--- config.mk ---
export PLATFORM = sky130hd
export DESIGN_NAME = bram_arbiter_flat
export DESIGN_NICKNAME = d
export VERILOG_FILES = /design/src/rtl/bram_arbiter_if.sv /design/src/rtl/bram_arbiter.sv /design/src/flat_wrapper.sv
export SDC_FILE = /design/constraint.sdc
export NUM_CORES = 1
export LEC_CHECK = 0
export ABC_CLOCK_PERIOD_IN_PS = 4100
export BUFFER_PORTS_ARGS = -buffer_cell sky130_fd_sc_hd__buf_2
export CAP_MARGIN = 0
export CORE_MARGIN = 2
export CORE_UTILIZATION = 29
export DETAILED_ROUTE_END_ITERATION = 6
export PLACE_DENSITY = 0.95
export RECOVER_POWER = 25
export SLEW_MARGIN = 20
export SYNTH_ARGS = -nofsm -noshare
export SYNTH_HDL_FRONTEND = slang
export SYNTH_SLANG_ARGS = --single-unit
--- constraint.sdc ---
create_clock -name clk -period 4.1 [get_ports clk]
set_clock_uncertainty 0.1 [all_clocks]
set_input_delay 0.41 -clock clk [delete_from_list [all_inputs] [get_ports clk]]
set_output_delay 0.41 -clock clk [all_outputs]
set_load 0.1 [all_outputs]
--- src/rtl/bram_arbiter_if.sv ---
// Bundle of the two requester ports and the single-port RAM command/return
// signals shared by the BRAM arbiter and whatever drives it.
interface bram_arbiter_if #(
  parameter int ADDR_WIDTH = 10,
  parameter int DATA_WIDTH = 8
);
  // Port A requester
  logic                  a_req;
  logic                  a_we;
  logic [ADDR_WIDTH-1:0] a_addr;
  logic [DATA_WIDTH-1:0] a_wdata;
  logic                  a_lock;
  logic                  a_gnt;
  logic                  a_rvalid;
  logic [DATA_WIDTH-1:0] a_rdata;

  // Port B requester
  logic                  b_req;
  logic                  b_we;
  logic [ADDR_WIDTH-1:0] b_addr;
  logic [DATA_WIDTH-1:0] b_wdata;
  logic                  b_lock;
  logic                  b_gnt;
  logic                  b_rvalid;
  logic [DATA_WIDTH-1:0] b_rdata;

  // Single-port RAM command and read return
  logic                  mem_we;
  logic [ADDR_WIDTH-1:0] mem_addr;
  logic [DATA_WIDTH-1:0] mem_din;
  logic [DATA_WIDTH-1:0] mem_dout;

  // Arbiter side
  modport slave (
    input  a_req, a_we, a_addr, a_wdata, a_lock,
    input  b_req, b_we, b_addr, b_wdata, b_lock,
    input  mem_dout,
    output a_gnt, a_rvalid, a_rdata,
    output b_gnt, b_rvalid, b_rdata,
    output mem_we, mem_addr, mem_din
  );

  // Requester / RAM side
  modport master (
    output a_req, a_we, a_addr, a_wdata, a_lock,
    output b_req, b_we, b_addr, b_wdata, b_lock,
    output mem_dout,
    input  a_gnt, a_rvalid, a_rdata,
    input  b_gnt, b_rvalid, b_rdata,
    input  mem_we, mem_addr, mem_din
  );
endinterface

--- src/rtl/bram_arbiter.sv ---
// Two-port arbiter in front of a single-port BRAM with one-cycle read latency.
// Grants are combinational in the request cycle; ties go round-robin, and a
// port may hold ownership across accesses with its lock input. Read returns
// are tagged to the port that issued them one cycle after the grant.
module bram_arbiter #(
  parameter int ADDR_WIDTH = 10,
  parameter int DATA_WIDTH = 8
) (
  input  logic           clk,
  input  logic           rst_n,
  bram_arbiter_if.slave  bus
);

  typedef enum logic [1:0] {
    OWN_NONE = 2'd0,
    OWN_A    = 2'd1,
    OWN_B    = 2'd2
  } owner_t;

  owner_t                owner;
  owner_t                owner_next;
  logic                  last_a;       // 1: A was granted most recently
  logic                  last_a_next;
  logic                  gnt_a;
  logic                  gnt_b;
  logic                  cmd_we;
  logic [ADDR_WIDTH-1:0] cmd_addr;
  logic [DATA_WIDTH-1:0] cmd_din;
  logic                  rvalid_a_p1;
  logic                  rvalid_b_p1;

  // Ownership and round-robin pointer registers
  always_ff @(posedge clk or negedge rst_n) begin
    if (!rst_n) begin
      owner  <= OWN_NONE;
      last_a <= 1'b0;
    end else begin
      owner  <= owner_next;
      last_a <= last_a_next;
    end
  end

  // Grant selection plus next owner/pointer; no grant is ever issued in reset
  always_comb begin
    gnt_a       = 1'b0;
    gnt_b       = 1'b0;
    owner_next  = OWN_NONE;
    last_a_next = last_a;
    if (rst_n) begin
      if (owner == OWN_A && bus.a_req) begin
        gnt_a = 1'b1;
      end else if (owner == OWN_B && bus.b_req) begin
        gnt_b = 1'b1;
      end else if (bus.a_req && bus.b_req) begin
        // Owner absent or idle: the port not served last wins the tie
        if (last_a) gnt_b = 1'b1;
        else        gnt_a = 1'b1;
      end else if (bus.a_req) begin
        gnt_a = 1'b1;
      end else if (bus.b_req) begin
        gnt_b = 1'b1;
      end
    end
    // An idle cycle (no grant) always drops ownership, since an owner that
    // is still requesting is guaranteed the grant.
    if (gnt_a) begin
      last_a_next = 1'b1;
      owner_next  = bus.a_lock ? OWN_A : OWN_NONE;
    end else if (gnt_b) begin
      last_a_next = 1'b0;
      owner_next  = bus.b_lock ? OWN_B : OWN_NONE;
    end
  end

  // RAM command mux: the granted port drives the RAM, otherwise all zero
  always_comb begin
    cmd_we   = 1'b0;
    cmd_addr = '0;
    cmd_din  = '0;
    if (gnt_a) begin
      cmd_we   = bus.a_we;
      cmd_addr = bus.a_addr;
      cmd_din  = bus.a_wdata;
    end else if (gnt_b) begin
      cmd_we   = bus.b_we;
      cmd_addr = bus.b_addr;
      cmd_din  = bus.b_wdata;
    end
  end

  // Stage p0 -> p1: tag each granted read so its data is routed next cycle
  always_ff @(posedge clk or negedge rst_n) begin
    if (!rst_n) begin
      rvalid_a_p1 <= 1'b0;
      rvalid_b_p1 <= 1'b0;
    end else begin
      rvalid_a_p1 <= gnt_a & ~bus.a_we;
      rvalid_b_p1 <= gnt_b & ~bus.b_we;
    end
  end

  assign bus.a_gnt    = gnt_a;
  assign bus.b_gnt    = gnt_b;
  assign bus.mem_we   = cmd_we;
  assign bus.mem_addr = cmd_addr;
  assign bus.mem_din  = cmd_din;
  assign bus.a_rvalid = rvalid_a_p1;
  assign bus.b_rvalid = rvalid_b_p1;
  assign bus.a_rdata  = bus.mem_dout;
  assign bus.b_rdata  = bus.mem_dout;

endmodule

--- src/flat_wrapper.sv ---
// flat-port wrapper written by rule: the top's interface ports become plain ports
module bram_arbiter_flat 
#(
  parameter int ADDR_WIDTH = 10,
  parameter int DATA_WIDTH = 8
)
  (clk, rst_n, bus_a_req, bus_a_we, bus_a_addr, bus_a_wdata, bus_a_lock, bus_b_req, bus_b_we, bus_b_addr, bus_b_wdata, bus_b_lock, bus_mem_dout, bus_a_gnt, bus_a_rvalid, bus_a_rdata, bus_b_gnt, bus_b_rvalid, bus_b_rdata, bus_mem_we, bus_mem_addr, bus_mem_din);
  bram_arbiter_if #(.ADDR_WIDTH(ADDR_WIDTH), .DATA_WIDTH(DATA_WIDTH)) bus_i ();
  input  logic clk;
  input  logic rst_n;
  input wire logic [$bits(bus_i.a_req)-1:0] bus_a_req;
  input wire logic [$bits(bus_i.a_we)-1:0] bus_a_we;
  input wire logic [$bits(bus_i.a_addr)-1:0] bus_a_addr;
  input wire logic [$bits(bus_i.a_wdata)-1:0] bus_a_wdata;
  input wire logic [$bits(bus_i.a_lock)-1:0] bus_a_lock;
  input wire logic [$bits(bus_i.b_req)-1:0] bus_b_req;
  input wire logic [$bits(bus_i.b_we)-1:0] bus_b_we;
  input wire logic [$bits(bus_i.b_addr)-1:0] bus_b_addr;
  input wire logic [$bits(bus_i.b_wdata)-1:0] bus_b_wdata;
  input wire logic [$bits(bus_i.b_lock)-1:0] bus_b_lock;
  input wire logic [$bits(bus_i.mem_dout)-1:0] bus_mem_dout;
  output wire logic [$bits(bus_i.a_gnt)-1:0] bus_a_gnt;
  output wire logic [$bits(bus_i.a_rvalid)-1:0] bus_a_rvalid;
  output wire logic [$bits(bus_i.a_rdata)-1:0] bus_a_rdata;
  output wire logic [$bits(bus_i.b_gnt)-1:0] bus_b_gnt;
  output wire logic [$bits(bus_i.b_rvalid)-1:0] bus_b_rvalid;
  output wire logic [$bits(bus_i.b_rdata)-1:0] bus_b_rdata;
  output wire logic [$bits(bus_i.mem_we)-1:0] bus_mem_we;
  output wire logic [$bits(bus_i.mem_addr)-1:0] bus_mem_addr;
  output wire logic [$bits(bus_i.mem_din)-1:0] bus_mem_din;
  assign bus_i.a_req = bus_a_req;
  assign bus_i.a_we = bus_a_we;
  assign bus_i.a_addr = bus_a_addr;
  assign bus_i.a_wdata = bus_a_wdata;
  assign bus_i.a_lock = bus_a_lock;
  assign bus_i.b_req = bus_b_req;
  assign bus_i.b_we = bus_b_we;
  assign bus_i.b_addr = bus_b_addr;
  assign bus_i.b_wdata = bus_b_wdata;
  assign bus_i.b_lock = bus_b_lock;
  assign bus_i.mem_dout = bus_mem_dout;
  assign bus_a_gnt = bus_i.a_gnt;
  assign bus_a_rvalid = bus_i.a_rvalid;
  assign bus_a_rdata = bus_i.a_rdata;
  assign bus_b_gnt = bus_i.b_gnt;
  assign bus_b_rvalid = bus_i.b_rvalid;
  assign bus_b_rdata = bus_i.b_rdata;
  assign bus_mem_we = bus_i.mem_we;
  assign bus_mem_addr = bus_i.mem_addr;
  assign bus_mem_din = bus_i.mem_din;
  bram_arbiter #(.ADDR_WIDTH(ADDR_WIDTH), .DATA_WIDTH(DATA_WIDTH)) u_core (.clk(clk), .rst_n(rst_n), .bus(bus_i));
endmodule
==> results_dict.tcl <==
set metrics [dict create \
    final_cell_count_no_fill 134 \
    dp_cells 129 \
    ir_drop_uv 164 \
    grt_max_degree 24 \
    diodes 0 \
    most-common-layout-cells "65 x buf_2, 19 x a22o_1, 5 x dfrtp_1, 3 x clkbuf_4" \
    final_cell_area_um2 786 \
    root_buffer "clkbuf_4" \
    hold_path_startpoint "bus_a_we" \
    worst_slew_pin_slew_ns 1.04 \
    io_buffer_count 66 \
    track_usage_pct 14.0 \
    grt_overflow 0 \
    path_buf_inv 3 \
    grt_pass1_vias 549 \
    clk_pin_slew_ns 0.04 \
    routedWlPerCell_um 13.0 \
    syn-num-nets 110 \
    via_per_inst 4.67 \
    hold_viol 0 \
    cp_max_fo 23 \
    htree_levels 1 \
    hold_path.class "input port to flip-flop" \
    p_leak_nw 0.474 \
    slew_headroom_pct 30.5 \
    start_util_pct 31.0 \
    area_growth_pct 45.0 \
    post-route-util_pct 45.0 \
    core_area_um2 1750 \
    synthTopCellsByArea "a22o_1 31%, dfrtp_1 23%, buf_4 22%" \
    cp.arrival_ns 2.92 \
    cts_made_buffers 3 \
    slowest_stage "a31oi_2" \
    p_per_area_nw_per_um2 389 \
    chipWidth_um 47.2 \
    critPathRequiredTime_ns 3.59 \
    wirelength_mm 1.74 \
    rsz0062_at_grt "false" \
    synth.avg_cell_area_um2 9.34 \
    setup-tns-final_ns 0 \
    startpoint_type "input port" \
    io_pins 91 \
    hpwl_mm 1.35 \
    synth_top_area_cell "a22o_1" \
    dr.first_iter.drc_count 11 \
    fmax_mhz 292 \
    regToRegStartpoint "u_core.owner[0]$_DFF_PN0_" \
    dpl_cell_area_um2 751 \
    layout_commonest_cell "buf_2" \
    layout-drive-gt1-share_pct 64.2 \
    status "completed" \
    ys_warn_count 0 \
    ys_ff_latch 5 \
    clockBufferDepth 2 \
    die_h_um 47.2 \
    clkSinkCount 5 \
    cts_tree "yes" \
    crit_family "buffers and inverters" \
    cp-end-kind "primary output" \
    nNetsFinal 162 \
    cts_resized 0 \
    firstDrtPassIters 4 \
    insertion_delay_ns 0.24 \
    critPathKind "input port to primary output" \
    crit_path_start "rst_n" \
    drtAntennaViolNets 0 \
    vias 626 \
    seq_area_frac_synth_pct 23.1 \
    die_area_um2 2230 \
    grt_pass1_wl_mm 2.22 \
    routabilityCongestion 0.801 \
    rows 15 \
    timing.final.crit_share_pct 83.5 \
    setup_viol 0 \
    syn-cell-area_um2 542 \
    maxCapViolations 0 \
    drc_errors 0 \
    yosys.area.top_type_share_pct 30.7 \
    postSynthCellCount 58 \
    path_cells "dlygate4sd3_1, clkbuf_1, nand2_1, a31oi_2, a22o_1, buf_2" \
    slowest_delay_ns 0.82 \
    finalCriticalPeriod_ns 3.43 \
    final_max_slew_viol_count 0 \
    ys_types 15 \
    antenna_found_initial 0 \
]
flip-flops by register name, summed over array words and instances, names as in the netlist:
name,cells
u_core.bus.b_rvalid,1
u_core.owner,2
u_core.last_a,1
u_core.bus.a_rvalid,1
final cells by class:
type                            instances  area, um^2
Clock buffer                            4        26.3
Fill cell                             185         960
Inverter                                1        3.75
Multi-Input combinational cell         32         260
Sequential cell                         5         125
Tap cell                               25        31.3
Timing Repair Buffer                   67         339
path summary, 6_finish.rpt:
path,slack [ns],end,cells past startpoint
max in group asynchronous,3.11,u_core.owner[1]$_DFF_PN0_,2
hold reg to reg,0.52,u_core.last_a$_DFFE_PN0P_,2
setup reg to reg,2.32,u_core.last_a$_DFFE_PN0P_,3
hold / removal,0.24,u_core.bus.a_rvalid$_DFF_PN0_,2
setup / recovery,0.67,bus_mem_addr[5],6
min in group asynchronous,0.51,u_core.bus.b_rvalid$_DFF_PN0_,2
power by group:
| part | switching [W] | internal (W) | leakage [nW] |
|---|---|---|---|
| clock | 0.0000186 | 0.0000367 | 0.0150 |
| sequential | 0.00000274 | 0.0000528 | 0.0659 |
| combinational | 0.000154 | 0.0000411 | 0.393 |
| total | 0.000175 | 0.000131 | 0.474 |
per-stage QoR:
step | total power [W] | hold WS, ns | worst slack, ns
floorplan | 0.000287 | 0.0144 | 1.46
global placement | 0.000248 | 0.140 | 1.50
detailed placement | 0.000250 | 0.146 | 1.40
CTS | 0.000309 | 0.241 | 0.855
global route | 0.000319 | 0.248 | 0.505
finish | 0.000306 | 0.245 | 0.675
what timing repair did:
item | CTS | global route
buffers inserted | 0 | 0
hold endpoints to repair | 5 | 0
hold buffers | 1 | 0
cell families (layout without fill, tap and decap cells):
family          count (synthesis)  count (layout)  synth area share, %
flops                           5               5                 23.1
compound gates                 24              24                 40.6
buf+inv                        21              72                 28.9
simple gates                    8               8                 7.39
worst register-to-register path, delay by kind of cell, from the launching register on:
family	cells	cell delay (ns)
and+or+nand+nor	1	0.15
AOI/OAI and AO/OA	2	1.01
DFF	1	0.37
metal layers:
layer | up-vias | part of all wire, % | global-route usage (%)
met2 | 41 | 53 | 25.4
met1 | 285 | 38 | 15.2
met3 | 0 | 9.0 | 3.85
met5 | - | 0 | 0
met4 | 0 | 0 | 5.56
li1 | 300 | - | -
cell usage after synthesis:
master / n
o311a_4: 1
buf_4: 16
buf_6: 2
nand2_1: 2
inv_1: 1
a21oi_1: 1
o21bai_1: 1
a22o_1: 19
dfrtp_1: 5
buf_2: 2
a21boi_1: 1
and2_1: 2
nor2_1: 2
nor2b_1: 2
a31oi_2: 1
Note: power is estimated with default switching activity, not from simulation.
